## src/rtl/slc3_isdu_param.sv

```systemverilog
// SLC-3 instruction sequencer/decoder with a programmable SRAM wait counter.
// Moore machine: every control output is a pure function of the current state
// (and the IR bits that pick operands), and defaults to 0 each cycle.
module slc3_isdu_param #(
  parameter int unsigned MEM_WAIT = 2,    // SRAM access cycles, must be >= 1
  parameter bit          PAUSE_EN = 1'b1  // 1: opcode 1101 pauses, 0: NOP
) (
  input  logic       Clk,
  input  logic       Reset,
  input  logic       run_i,
  input  logic       continue_i,
  input  logic [3:0] opcode_i,
  input  logic       ir_5_i,
  input  logic       ir_11_i,
  input  logic       ben_i,
  output logic       ld_mar_o,
  output logic       ld_mdr_o,
  output logic       ld_ir_o,
  output logic       ld_ben_o,
  output logic       ld_cc_o,
  output logic       ld_reg_o,
  output logic       ld_pc_o,
  output logic       ld_led_o,
  output logic       gate_pc_o,
  output logic       gate_mdr_o,
  output logic       gate_alu_o,
  output logic       gate_marmux_o,
  output logic [1:0] pcmux_o,
  output logic       drmux_o,
  output logic       sr1mux_o,
  output logic       sr2mux_o,
  output logic       addr1mux_o,
  output logic [1:0] addr2mux_o,
  output logic [1:0] aluk_o,
  output logic       mem_oe_o,
  output logic       mem_we_o,
  output logic       busy_o
);

  localparam int unsigned CntW = (MEM_WAIT > 1) ? $clog2(MEM_WAIT) : 1;
  localparam logic [CntW-1:0] CntLast = CntW'(MEM_WAIT - 1);

  typedef enum logic [4:0] {
    StHalted, StF18, StFMem, StF35, StD32,
    StAdd, StAnd, StNot, StE22, StJmp,
    StE04, StE21, StE20,
    StE06, StLMem, StE27,
    StE07, StE23, StSMem,
    StPause1, StPause2
  } state_e;

  state_e          state_q, state_d;
  logic [CntW-1:0] cnt_q, cnt_d;
  logic            mem_last;

  // Last cycle of an SRAM access; the counter is 0 on entry to every memory state.
  assign mem_last = (cnt_q == CntLast);

  // State and wait-counter registers; Reset overrides everything, even mid-access.
  always_ff @(posedge Clk) begin
    if (Reset) begin
      state_q <= StHalted;
      cnt_q   <= '0;
    end else begin
      state_q <= state_d;
      cnt_q   <= cnt_d;
    end
  end

  // Next-state and wait-counter logic.
  always_comb begin
    state_d = state_q;
    cnt_d   = '0;
    unique case (state_q)
      StHalted: if (run_i) state_d = StF18;
      StF18:    state_d = StFMem;
      StFMem: begin
        if (mem_last) state_d = StF35;
        else          cnt_d   = cnt_q + 1'b1;
      end
      StF35:    state_d = StD32;
      StD32: begin
        unique case (opcode_i)
          4'b0001: state_d = StAdd;
          4'b0101: state_d = StAnd;
          4'b1001: state_d = StNot;
          4'b0000: state_d = ben_i ? StE22 : StF18;
          4'b1100: state_d = StJmp;
          4'b0100: state_d = StE04;
          4'b0110: state_d = StE06;
          4'b0111: state_d = StE07;
          4'b1101: state_d = PAUSE_EN ? StPause1 : StF18;
          default: state_d = StF18;
        endcase
      end
      StE04:    state_d = ir_11_i ? StE21 : StE20;
      StE06:    state_d = StLMem;
      StLMem: begin
        if (mem_last) state_d = StE27;
        else          cnt_d   = cnt_q + 1'b1;
      end
      StE07:    state_d = StE23;
      StE23:    state_d = StSMem;
      StSMem: begin
        if (mem_last) state_d = StF18;
        else          cnt_d   = cnt_q + 1'b1;
      end
      StPause1: if (continue_i)  state_d = StPause2;
      StPause2: if (!continue_i) state_d = StF18;
      // Single-cycle execute states all return to fetch.
      StAdd, StAnd, StNot, StE22, StJmp, StE21, StE20, StE27: state_d = StF18;
      default:  state_d = StHalted;
    endcase
  end

  // Control outputs decoded from the current state.
  always_comb begin
    ld_mar_o      = 1'b0;
    ld_mdr_o      = 1'b0;
    ld_ir_o       = 1'b0;
    ld_ben_o      = 1'b0;
    ld_cc_o       = 1'b0;
    ld_reg_o      = 1'b0;
    ld_pc_o       = 1'b0;
    ld_led_o      = 1'b0;
    gate_pc_o     = 1'b0;
    gate_mdr_o    = 1'b0;
    gate_alu_o    = 1'b0;
    gate_marmux_o = 1'b0;
    pcmux_o       = 2'b00;
    drmux_o       = 1'b0;
    sr1mux_o      = 1'b0;
    sr2mux_o      = 1'b0;
    addr1mux_o    = 1'b0;
    addr2mux_o    = 2'b00;
    aluk_o        = 2'b00;
    mem_oe_o      = 1'b0;
    mem_we_o      = 1'b0;
    busy_o        = 1'b1;
    unique case (state_q)
      StHalted: busy_o = 1'b0;
      StF18: begin
        // Old PC goes to MAR while PC+1 is loaded on the same edge.
        gate_pc_o = 1'b1;
        ld_mar_o  = 1'b1;
        ld_pc_o   = 1'b1;
        pcmux_o   = 2'b00;
      end
      StFMem: begin
        mem_oe_o = 1'b1;
        ld_mdr_o = mem_last;
      end
      StF35: begin
        gate_mdr_o = 1'b1;
        ld_ir_o    = 1'b1;
      end
      StD32: ld_ben_o = 1'b1;
      StAdd, StAnd: begin
        sr1mux_o   = 1'b1;
        sr2mux_o   = ir_5_i;
        aluk_o     = (state_q == StAnd) ? 2'b01 : 2'b00;
        gate_alu_o = 1'b1;
        ld_reg_o   = 1'b1;
        ld_cc_o    = 1'b1;
      end
      StNot: begin
        sr1mux_o   = 1'b1;
        aluk_o     = 2'b10;
        gate_alu_o = 1'b1;
        ld_reg_o   = 1'b1;
        ld_cc_o    = 1'b1;
      end
      StE22: begin
        addr1mux_o = 1'b0;
        addr2mux_o = 2'b10;
        pcmux_o    = 2'b10;
        ld_pc_o    = 1'b1;
      end
      StJmp: begin
        sr1mux_o   = 1'b1;
        aluk_o     = 2'b11;
        gate_alu_o = 1'b1;
        pcmux_o    = 2'b01;
        ld_pc_o    = 1'b1;
      end
      StE04: begin
        // Return address into R7 before PC is overwritten.
        gate_pc_o = 1'b1;
        drmux_o   = 1'b1;
        ld_reg_o  = 1'b1;
      end
      StE21: begin
        addr1mux_o = 1'b0;
        addr2mux_o = 2'b11;
        pcmux_o    = 2'b10;
        ld_pc_o    = 1'b1;
      end
      StE20: begin
        sr1mux_o   = 1'b1;
        addr1mux_o = 1'b1;
        addr2mux_o = 2'b00;
        pcmux_o    = 2'b10;
        ld_pc_o    = 1'b1;
      end
      StE06, StE07: begin
        sr1mux_o      = 1'b1;
        addr1mux_o    = 1'b1;
        addr2mux_o    = 2'b01;
        gate_marmux_o = 1'b1;
        ld_mar_o      = 1'b1;
      end
      StLMem: begin
        mem_oe_o = 1'b1;
        ld_mdr_o = mem_last;
      end
      StE27: begin
        gate_mdr_o = 1'b1;
        ld_reg_o   = 1'b1;
        ld_cc_o    = 1'b1;
      end
      StE23: begin
        // Store data is read from IR[11:9] and passed through the ALU.
        sr1mux_o   = 1'b0;
        aluk_o     = 2'b11;
        gate_alu_o = 1'b1;
        ld_mdr_o   = 1'b1;
      end
      StSMem: mem_we_o = 1'b1;
      StPause1: begin
        ld_led_o = 1'b1;
        busy_o   = 1'b0;
      end
      StPause2: busy_o = 1'b0;
      default:  busy_o = 1'b0;
    endcase
  end

endmodule

```

## config.mk

```make
export PLATFORM = sky130hd
export DESIGN_NAME = slc3_isdu_param
export DESIGN_NICKNAME = d
export VERILOG_FILES = /design/src/rtl/slc3_isdu_param.sv
export SDC_FILE = /design/constraint.sdc
export NUM_CORES = 1
export LEC_CHECK = 0
export BUFFER_PORTS_ARGS = -buffer_cell sky130_fd_sc_hd__buf_2
export CAP_MARGIN = 40
export CORE_AREA = 2 2 46 48
export CTS_CLUSTER_DIAMETER = 150
export DETAILED_ROUTE_END_ITERATION = 7
export DIE_AREA = 0 0 48 50
export PLACE_DENSITY_LB_ADDON = 0.08
export SLEW_MARGIN = 20
export SYNTH_ARGS = -nofsm -noshare
export SYNTH_HDL_FRONTEND = slang
export SYNTH_SLANG_ARGS = --single-unit
```

## constraint.sdc

```tcl
create_clock -name Clk -period 4.5 [get_ports Clk]
set_input_delay 0.45 -clock Clk [delete_from_list [all_inputs] [get_ports Clk]]
set_output_delay 0.45 -clock Clk [all_outputs]
set_load 0.02 [all_outputs]
```

Word level (Yosys, flattened, before mapping). Index checks and enable logic that the tools add are counted.

Add/sub/neg operators: 1. Equality and inequality tests: 34. Mux-type cells: 33. Bitwise logic cells: 1. Reductions and logical operators: 21.

Operators by type and width (number): $pmux 5 s14 (1); $pmux 5 s9 (1); $eq 5x4->1 const B (8); $mux 5 (6); $eq 5x5->1 const B (5); $eq 5x3->1 const B (4); $mux 1 (19); $reduce_or 18->1 (1); $eq 4x3->1 const B (4); $reduce_or 3->1 (5); $reduce_or 5->1 (3); $eq 4x4->1 const B (3); $ne 2x2->1 const B (6); $pmux 2 s3 (2); $reduce_or 2->1 (6); $eq 5x2->1 const B (2); $reduce_or 8->1 (1); $reduce_or 7->1 (1); $reduce_and 6->1 (1); $eq 5x1->1 const B (1); $logic_not 5->1 (1); $eq 4x1->1 const B (1); $logic_not 4->1 (1); $mux 4 (1); 6 further kinds (6).

Register bits: 6. Bits of input ports: 11. Word-level logic and storage cells: 92.

Logic depth before layout (Yosys ltp). Gate-level depths: netlist of the first run.

Word-level depth: 4. Gate-level depth with buffers: 7. Mapped depth without buffers: 5.

Least setup slack after synthesis of the first run. OpenSTA, ideal clock, no wires.

Path type: reg-to-output. From: reg state_q[4]. To: out ld_ir_o. Data arrival time: 1539 ps. Required time: 4050 ps. Path slack: 2511 ps. Cell stages (with the launch flop): 5. Path buffers: 3. Cell sequence: dfxtp_1 -> buf_6 -> clkbuf_1 -> clkbuf_1 -> nor4_1.

Word-level cells in the longest chain between the ends: 2.

Ends and longest elaborated chain: from (decl) (line 52) `state_e state_q, state_d;`; from (signal assigned) (line 62) `state_q <= StHalted;`; from (signal assigned) (line 65) `state_q <= state_d;`; $eq 5x2->1 (line 140) `unique case (state_q)`; $mux 1 (line 140); to (decl) (line 18) `output logic ld_ir_o,`.

Every way passes these cells.

Worst setup path in the final report of the first run.
From: reg state_q[4]. To: out gate_alu_o.

Word-level cells in the longest chain between the ends: 3. Elaborated cells on any way between the ends: 7. Those cells by class: 5 x eq/ne; 1 x mux; 1 x reduce/logical.

Ends and longest elaborated chain: $eq 5x3->1, or another cell as far along (line 140); $reduce_or 5->1 (no source line) *; $mux 1 * (line 140); to (decl) (line 26) `output logic gate_alu_o,`.

Every way passes the cells marked *; elsewhere a longest branch is shown, timed or not.

==> flow_summary.yaml, run 1 <==
placed_design:
  numPortBuffers: 35
  hpwl_um: 1940
  place.gp.congestion: 0.846
  dpl.cell_count: 203
layout:
  syn2layout_area_growth_pct: 18.1
  final_common_cell: "buf_2"
  layout.cells.non_filler: 206
  nets: 192
  antenna_cells: 0
  mostFrequentLayoutCells: "buf_2, nor2_1, a21oi_1, nand2_1, nand2b_1"
  drive_gt1_frac: 0.251
synth:
  ys_types: 45
  async_flop_share: 0
  synth_edf_count: 0
  syn_nets: 164
  yosysWarnings: 0
  synth_area_leaders: "dfxtp_1, a21oi_1, nor2_1, nand2b_1, nand2_1"
  yosysTopAreaCellShare: 0.127
  synth_area_sq_um: 948
  yosysSeqAreaShare: 0.127
  yosysTopAreaCell: "dfxtp_1"
  synth-seq-cells: 6
  ys_dominant_reg_cell: "dfxtp_1"
  syn_avg_cell_area_sq_um: 6.20
  synth_cells: 153
detailed_routing:
  vias_per_cell: 5.86
  avgRoutedWirePerCell_um: 13.3
  vias: 1207
  dr.first_iter.drc_count: 56
  drc: 0
  dr.pass1.iters: 4
  routed_wl_um: 2750
  ant_nets: 0
sta:
  fmaxAchievable_mhz: 378
  final.setup.tns_ns: 0
  slew_viol_final: 0
  min_period_ns: 2.64
  max_slew_margin: 0.457
  setup_viol: 0
  rsz0062_at_grt: "false"
  finalCritPeriodShare: 0.587
  worstMarginPinSlew_ns: 0.813
  finalClockSkew_ns: 0.000122
  hold_viol: 0
worst_hold_path:
  holdPathStages: 2
  hold_end: "state_q[1]"
  min_path_type: "input port to flop"
  holdCritStartpoint: "Reset"
pwr:
  p_seq_frac: 0.258
  clockPowerShare: 0.094
  p_per_area_mw_per_mm2: 472
  pwr-share-comb: 0.649
  ir_drop_v: 0.000215
  internal_power_uw: 233
  swShare: 0.559
  p_sw_uw: 296
  p_leak_nw: 0.527
clock_tree:
  clock_latency_ns: 0.25
  clockBufferDepth: 2
  h-tree-depth: 1
  clk_pin_slew_ns: 0.04
  cts_tree: "yes"
  clkSinkCount: 6
  clock-root-buffer: "clkbuf_4"
  ctsResizeCount: 0
  numCtsBuffers: 3
  cts_setup_buffers: 0
  cts_hold_buf: 0
global_route:
  antenna_found_initial: 0
  grt_max_degree: 29
  grt_overflow: 0
  grt_pass1_wl_um: 4310
  grtUsageTotal: 0.242
  grt_pass1_vias: 1017
worst_setup_path:
  r2r_slack_ns: 2.23
  path_max_fanout: 28
  cp.arrival_ns: 2.19
  cp.required_ns: 4.05
  rr_startpoint: "state_q[2]"
  path_class: "flop to primary output"
  ff2ff_path_depth: 5
  endpoint_kind: "primary output"
  worst_setup_path_start_kind: "flop"
  rr_endpoint: "state_q[0]"
die:
  num_rows: 16
  io_pins: 36
  core_area_sq_mm: 0.00190
  dieArea_sq_mm: 0.00240
  die_h_um: 50
  initial_core_util: 0.499
  die_w_um: 48
job:
  timing.max_cap.violations: 0
run_status:
  outcome: "finished, final reports clean"
## cells in the mapped netlist (2+ instances only)
| master | number |
|---|---|
| a211oi_1 | 3 |
| a21o_1 | 2 |
| o2bb2ai_1 | 3 |
| nand2_1 | 12 |
| or3_1 | 2 |
| dfxtp_1 | 6 |
| nor2_1 | 26 |
| nand2b_1 | 8 |
| a21oi_1 | 22 |
| nor3_1 | 2 |
| nor2b_1 | 3 |
| or2b_1 | 2 |
| o32ai_1 | 2 |
| a31oi_1 | 5 |
| nand3b_1 | 2 |
| o21ai_0 | 4 |
| buf_2 | 6 |
| clkbuf_1 | 4 |
| o22ai_1 | 4 |
| or2_2 | 3 |
| nor4bb_1 | 2 |
| inv_1 | 4 |
| a2111oi_0 | 2 |
| nand3_1 | 3 |
## registers in the layout, summed over array words and instances, names as in the netlist
register and flops:
state_q 5, cnt_q 1
## power groups by stage
stage	Sequential (mW)	Combinational (mW)	Clock, mW
2_1_floorplan	0.0776	0.312	0
3_3_place_gp	0.135	0.336	0
3_5_place_dp	0.135	0.339	0
4_1_cts	0.134	0.341	0.0515
5_1_grt	0.141	0.379	0.0546
6_report	0.136	0.343	0.0496
## per-layer routing
layer,global-route usage,part of all wire,wire (um),up-vias
met4,0.0541,0,0,0
met1,0.316,0.46,1270,554
met3,0.0440,0.052,142,0
li1,-,-,-,612
met2,0.398,0.49,1340,41
met5,0,0,0,-
## worst max-delay path by stage
stage	start	to	slack, ns	cells after the start
detailed placement	state_q[4]	gate_alu_o	2.15	5
global route	state_q[4]	gate_alu_o	1.68	5
CTS	state_q[4]	gate_alu_o	1.87	5
global placement	state_q[4]	gate_alu_o	2.18	5
finish	state_q[4]	gate_alu_o	1.86	5
floorplan	state_q[4]	ld_ir_o	2.51	4
## metrics by stage
| step | util | total power [mW] | cell area, sq um | setup WS, ns | hold WS [ns] |
|---|---|---|---|---|---|
| 2_1_floorplan | - | 0.389 | 948 | 2.51 | 0.519 |
| 3_3_place_gp | 0.577 | 0.471 | 1100 | 2.18 | 0.640 |
| 3_5_place_dp | 0.577 | 0.474 | 1100 | 2.15 | 0.641 |
| 4_1_cts | 0.589 | 0.526 | 1120 | 1.87 | 0.455 |
| 5_1_grt | 0.589 | 0.574 | 1120 | 1.68 | 0.474 |
| 6_report | 0.589 | 0.528 | 1120 | 1.86 | 0.462 |
## worst max-delay path: stages (launching register included)
cell      delay [ns]
dfxtp_1         0.84
or2b_1          0.35
a211oi_1        0.33
o21ai_0         0.11
o21ai_0         0.12
buf_2           0.20
## cell families after synthesis
logic type	synth area share
AO/OA/AOI/OAI	0.364
flip-flops	0.127
buffers and inverters	0.0831
AND/OR/NAND/NOR	0.397
multiplexers	0.0106
XOR/XNOR	0.0185
## area by class of cell
| class | instances | area [sq um] |
|---|---|---|
| fillers | 216 | 782 |
| multi-input cells | 130 | 749 |
| repair buffers | 35 | 175 |
| flip-flops and latches | 6 | 120 |
| well taps | 27 | 33.8 |
| clock buffers | 3 | 22.5 |
| inverters | 5 | 18.8 |
No activity file was read; power rests on OpenSTA's default activity.
==> run 2, diff against run 1 <==
--- a/config.mk
+++ b/config.mk
@@ -7,10 +7,10 @@
 export LEC_CHECK = 0
 export BUFFER_PORTS_ARGS = -buffer_cell sky130_fd_sc_hd__buf_2
 export CAP_MARGIN = 40
-export CORE_AREA = 2 2 46 48
+export CORE_AREA = 2 2 50 52
 export CTS_CLUSTER_DIAMETER = 150
 export DETAILED_ROUTE_END_ITERATION = 7
-export DIE_AREA = 0 0 48 50
+export DIE_AREA = 0 0 52 54
 export PLACE_DENSITY_LB_ADDON = 0.08
 export SLEW_MARGIN = 20
 export SYNTH_ARGS = -nofsm -noshare
==> constraint.sdc (replaced) <==
create_clock -name Clk -period 2.2 [get_ports Clk]
set_input_delay 0.22 -clock Clk [delete_from_list [all_inputs] [get_ports Clk]]
set_output_delay 0.22 -clock Clk [all_outputs]
set_load 0.02 [all_outputs]
==> flow_summary.yaml, run 2 (synthesized netlist as in run 1, its figures left out) <==
sta:
  rsz0062_at_grt: "false"
  finalClockSkew_ns: 0.00191
  min_period_ns: 2.04
  worstMarginPinSlew_ns: 0.530
  fmaxAchievable_mhz: 491
  max_slew_margin: 0.646
  setup_viol: 0
  fin_ws_ns: 0.162
  slew_viol_final: 0
  final.setup.tns_ns: 0
  finalCritPeriodShare: 0.926
  hold_viol: 0
layout:
  top_register: "state_q"
  final_core_util: 0.504
  antenna_cells: 0
  nets: 198
  largest_reg_flops: 5
  final_common_cell: "buf_2"
  mostFrequentLayoutCells: "buf_2, nor2_1, a21oi_1, nand2_1, nand2b_1"
  drive_gt1_frac: 0.276
  top_regs: "state_q x5, cnt_q x1"
  syn2layout_area_growth_pct: 23.2
clock_tree:
  ctsResizeCount: 0
  cts_hold_buf: 0
  clk_pin_slew_ns: 0.05
  clock_latency_ns: 0.24
  numCtsBuffers: 3
  clock-root-buffer: "clkbuf_4"
  cts_setup_buffers: 0
  h-tree-depth: 1
  clockBufferDepth: 2
  clkSinkCount: 6
  cts_tree: "yes"
worst_setup_path:
  worst_setup_path_start_kind: "flop"
  endpoint_kind: "primary output"
  path_max_fanout: 17
  slowest_stage: "dfxtp_1"
  rr_startpoint: "state_q[3]"
  cpPeakStageDelay_ns: 0.65
  crit_buf_inv: 1
  cp.arrival_ns: 1.82
  cpLargestDelayFamily: "simple AND/OR/NAND/NOR gates"
  crit_chain: "nand2b_1 > nor2_1 > or2_2 > buf_2"
  ff2ff_path_depth: 6
  path_class: "flop to primary output"
  r2r_slack_ns: 0.29
  cp.required_ns: 1.98
  rr_endpoint: "state_q[0]"
global_route:
  grt_pass1_vias: 1015
  antenna_found_initial: 0
  grt_pass1_wl_um: 4620
  grt_max_degree: 19
  grt_overflow: 0
  grtUsageTotal: 0.214
worst_hold_path:
  min_path_type: "input port to flop"
  holdCritStartpoint: "Reset"
  hold_end: "state_q[1]"
  holdPathStages: 2
die:
  die_h_um: 54
  num_rows: 18
  initial_core_util: 0.409
  io_pins: 36
  die_w_um: 52
  dieArea_sq_mm: 0.00281
  core_area_sq_mm: 0.00232
detailed_routing:
  avgRoutedWirePerCell_um: 13.0
  drc: 0
  vias: 1196
  dr.pass1.iters: 4
  ant_nets: 0
  routed_wl_um: 2790
  dr.first_iter.drc_count: 42
  vias_per_cell: 5.56
placed_design:
  place.gp.congestion: 0.798
  numPortBuffers: 35
  hpwl_um: 2130
  dpl_worst_slack_ns: 0.332
run_status:
  outcome: "finished, final reports clean"
pwr:
  ir_drop_v: 0.000520
  p_per_area_mw_per_mm2: 953
  p_leak_nw: 0.559
job:
  timing.max_cap.violations: 0
-- run 2: report_power, final --
part / leakage [nW] / internal [mW] / switching, mW
clock network: 0.0138 / 0.0617 / 0.0391
registers: 0.0489 / 0.136 / 0.0672
logic: 0.497 / 0.305 / 0.504
total: 0.559 / 0.503 / 0.611
-- run 2: final cells by class --
type,count,area (sq um)
multi-input combinational,130,749
timing repair buffer,41,220
clock buffer,3,22.5
tap,30,37.5
fill,255,1150
sequential,6,120
inverter,5,18.8
-- run 2: worst reg2reg max path, stage by stage, from the launching register on --
cell and delay [ns]:
dfxtp_1 0.38, buf_4 0.23, nor3b_2 0.35, nand2_2 0.14, a2111oi_0 0.40, o32ai_1 0.16
o2bb2ai_1 0.15
-- run 2: worst max-delay path by stage --
stage | depth (start not counted) | from | to | slack (ns)
4_1_cts | 5 | state_q[4] | gate_alu_o | 0.18
3_3_place_gp | 6 | state_q[3] | state_q[0] | 0.32
3_5_place_dp | 6 | state_q[3] | state_q[0] | 0.33
6_report | 4 | state_q[0] | ld_reg_o | 0.16
2_1_floorplan | 4 | state_q[4] | ld_ir_o | 0.44
5_1_grt | 5 | state_q[4] | gate_alu_o | 0.02
-- run 2: layer usage --
| layer | wire length [um] | global-route usage | part of all wire | vias to the layer above |
|---|---|---|---|---|
| li1 | - | - | - | 623 |
| met1 | 1400 | 0.306 | 0.50 | 546 |
| met2 | 1280 | 0.352 | 0.46 | 27 |
| met3 | 113 | 0.00833 | 0.040 | 0 |
| met4 | 0 | 0.0526 | 0 | 0 |
| met5 | 0 | 0 | 0 | - |
-- run 2: through the flow --
stage / hold WS, ns / power, mW / std cells / area [sq um]
2_1_floorplan: 0.289 / 0.797 / 153 / 948
6_report: 0.236 / 1.11 / 215 / 1170
4_1_cts: 0.232 / 1.12 / 215 / 1170
5_1_grt: 0.262 / 1.23 / 215 / 1170
3_3_place_gp: 0.490 / 1.01 / 212 / 1150
3_5_place_dp: 0.488 / 1.01 / 212 / 1150
==> run 3, diff against run 2 <==
--- a/config.mk
+++ b/config.mk
@@ -11,7 +11,7 @@
 export CTS_CLUSTER_DIAMETER = 150
 export DETAILED_ROUTE_END_ITERATION = 7
 export DIE_AREA = 0 0 52 54
-export PLACE_DENSITY_LB_ADDON = 0.08
+export PLACE_DENSITY = 0.73
 export SLEW_MARGIN = 20
 export SYNTH_ARGS = -nofsm -noshare
 export SYNTH_HDL_FRONTEND = slang
==> flow_summary.yaml, run 3 (synthesized netlist as in run 1, its figures left out) <==
worst_setup_path:
  worst_setup_path_start_kind: "flop"
  cpPeakStageDelay_ns: 0.50
  path_max_fanout: 18
  crit_chain: "or2b_1 > a211oi_1 > o21ai_0 > o21ai_0 > buf_2"
  endpoint_kind: "primary output"
  cp.arrival_ns: 1.76
  path_class: "flop to primary output"
  slowest_stage: "dfxtp_2"
  cpMostUsedCell: "o21ai_0"
  cp.required_ns: 1.98
global_route:
  grt_pass1_vias: 1130
  grtUsageTotal: 0.225
  grt_pass1_wl_um: 4850
  grt_use_met3: 0.0333
  grtUsageMet1: 0.288
  gr-max-usage-layer: "met2"
  grt_overflow: 0
  grt_use_met2: 0.386
  antenna_found_initial: 0
  grt_max_degree: 19
detailed_routing:
  dr.pass1.iters: 4
  vias_per_cell: 5.86
  routed_wl_um: 2880
  vias: 1266
  ant_nets: 0
  dr.first_iter.drc_count: 30
  avgRoutedWirePerCell_um: 13.3
  drc: 0
sta:
  rsz0062_at_grt: "false"
  finalClockSkew_ns: 0.000393
  setup_viol: 0
  min_period_ns: 1.98
  slew_viol_final: 0
  final.setup.tns_ns: 0
  fin_ws_ns: 0.218
  fmaxAchievable_mhz: 505
  max_slew_margin: 0.673
  worstMarginPinSlew_ns: 0.479
  hold_viol: 0
  finalCritPeriodShare: 0.901
layout:
  top_regs: "state_q x5, cnt_q x1"
  regArea_sq_um: 123
  mostFrequentLayoutCells: "buf_2, nor2_1, a21oi_1, nand2_1, nand2b_1"
  nets: 199
  antenna_cells: 0
  largest_reg_flops: 5
  fill_cells: 237
  final_common_cell: "buf_2"
  syn2layout_area_growth_pct: 24.5
  multiInputGateArea_sq_um: 752
  top_register: "state_q"
  drive_gt1_frac: 0.296
clock_tree:
  cts_tree: "yes"
  numCtsBuffers: 3
  clock_latency_ns: 0.24
  clock-root-buffer: "clkbuf_4"
  clkSinkCount: 6
  clk_pin_slew_ns: 0.04
  clockBufferDepth: 2
  cts_hold_buf: 0
  h-tree-depth: 1
pwr:
  swShare: 0.545
  p_per_area_mw_per_mm2: 954
  p_leak_nw: 0.565
  p_sw_uw: 614
  fin_total_pwr_mw: 1.13
  pwr-share-comb: 0.733
  clockPowerShare: 0.087
  ir_drop_v: 0.000456
  internal_power_uw: 513
  p_seq_frac: 0.180
die:
  die_h_um: 54
  num_rows: 18
  dieArea_sq_mm: 0.00281
  core_area_sq_mm: 0.00232
  io_pins: 36
  initial_core_util: 0.409
  die_w_um: 52
placed_design:
  hpwl_um: 2180
  place.gp.congestion: 0.882
  dpl_worst_slack_ns: 0.308
  numPortBuffers: 35
job:
  timing.max_cap.violations: 0
worst_hold_path:
  min_path_type: "input port to flop"
run_status:
  outcome: "finished, final reports clean"
run 3: cell types whose count changed in the layout (fill, tap and decap cells not counted):
cell | before | now
nor2_2 | 0 | 1
dfxtp_2 | 0 | 2
dfxtp_1 | 6 | 4
buf_4 | 6 | 7
nor2_1 | 26 | 25
run 3: per-layer routing:
metal / part of all wire / vias to the layer above
li1: - / 621
met2: 0.50 / 51
met3: 0.069 / 0
met1: 0.43 / 594
met5: 0 / -
met4: 0 / 0
run 3: power by group through the flow:
stage	combinational, mW	clock, mW	sequential, mW
floorplan	0.638	0	0.159
global placement	0.805	0	0.199
detailed placement	0.813	0	0.200
CTS	0.818	0.103	0.198
global route	0.907	0.113	0.211
finish	0.826	0.0976	0.203
run 3: area by class of cell:
type / instances / share of cell area
well taps: 30 / 0.0318
multi-input cells: 130 / 0.637
repair buffers: 42 / 0.193
clock buffers: 3 / 0.0191
flip-flops and latches: 6 / 0.104
inverters: 5 / 0.0159
run 3: final timing paths:
check,start,cells past startpoint,to,slack (ns)
worst max register to register,state_q[3],5,state_q[0],0.44
worst min-delay path,Reset,2,state_q[3],0.23
worst max-delay path,state_q[3],5,gate_alu_o,0.22
worst min register to register,cnt_q,2,cnt_q,0.64
run 3: critical path: cells and delay by family, from the launching register on:
kind	cells	cell delay, ns
AND/OR/NAND/NOR	1	0.31
flip-flops	1	0.50
AO/OA/AOI/OAI	3	0.53
buffers and inverters	1	0.18
run 3: what timing repair did:
item,CTS,global route
resized for setup,0,3
setup buffers,0,0
setup endpoints to repair,0,8
run 3: through the flow:
step	util	instances	hold slack, ns	area, sq um
2_1_floorplan	-	153	0.289	948
3_3_place_gp	0.497	213	0.478	1150
3_5_place_dp	0.497	213	0.482	1150
4_1_cts	0.507	216	0.226	1180
5_1_grt	0.509	216	0.240	1180
6_report	0.509	216	0.227	1180
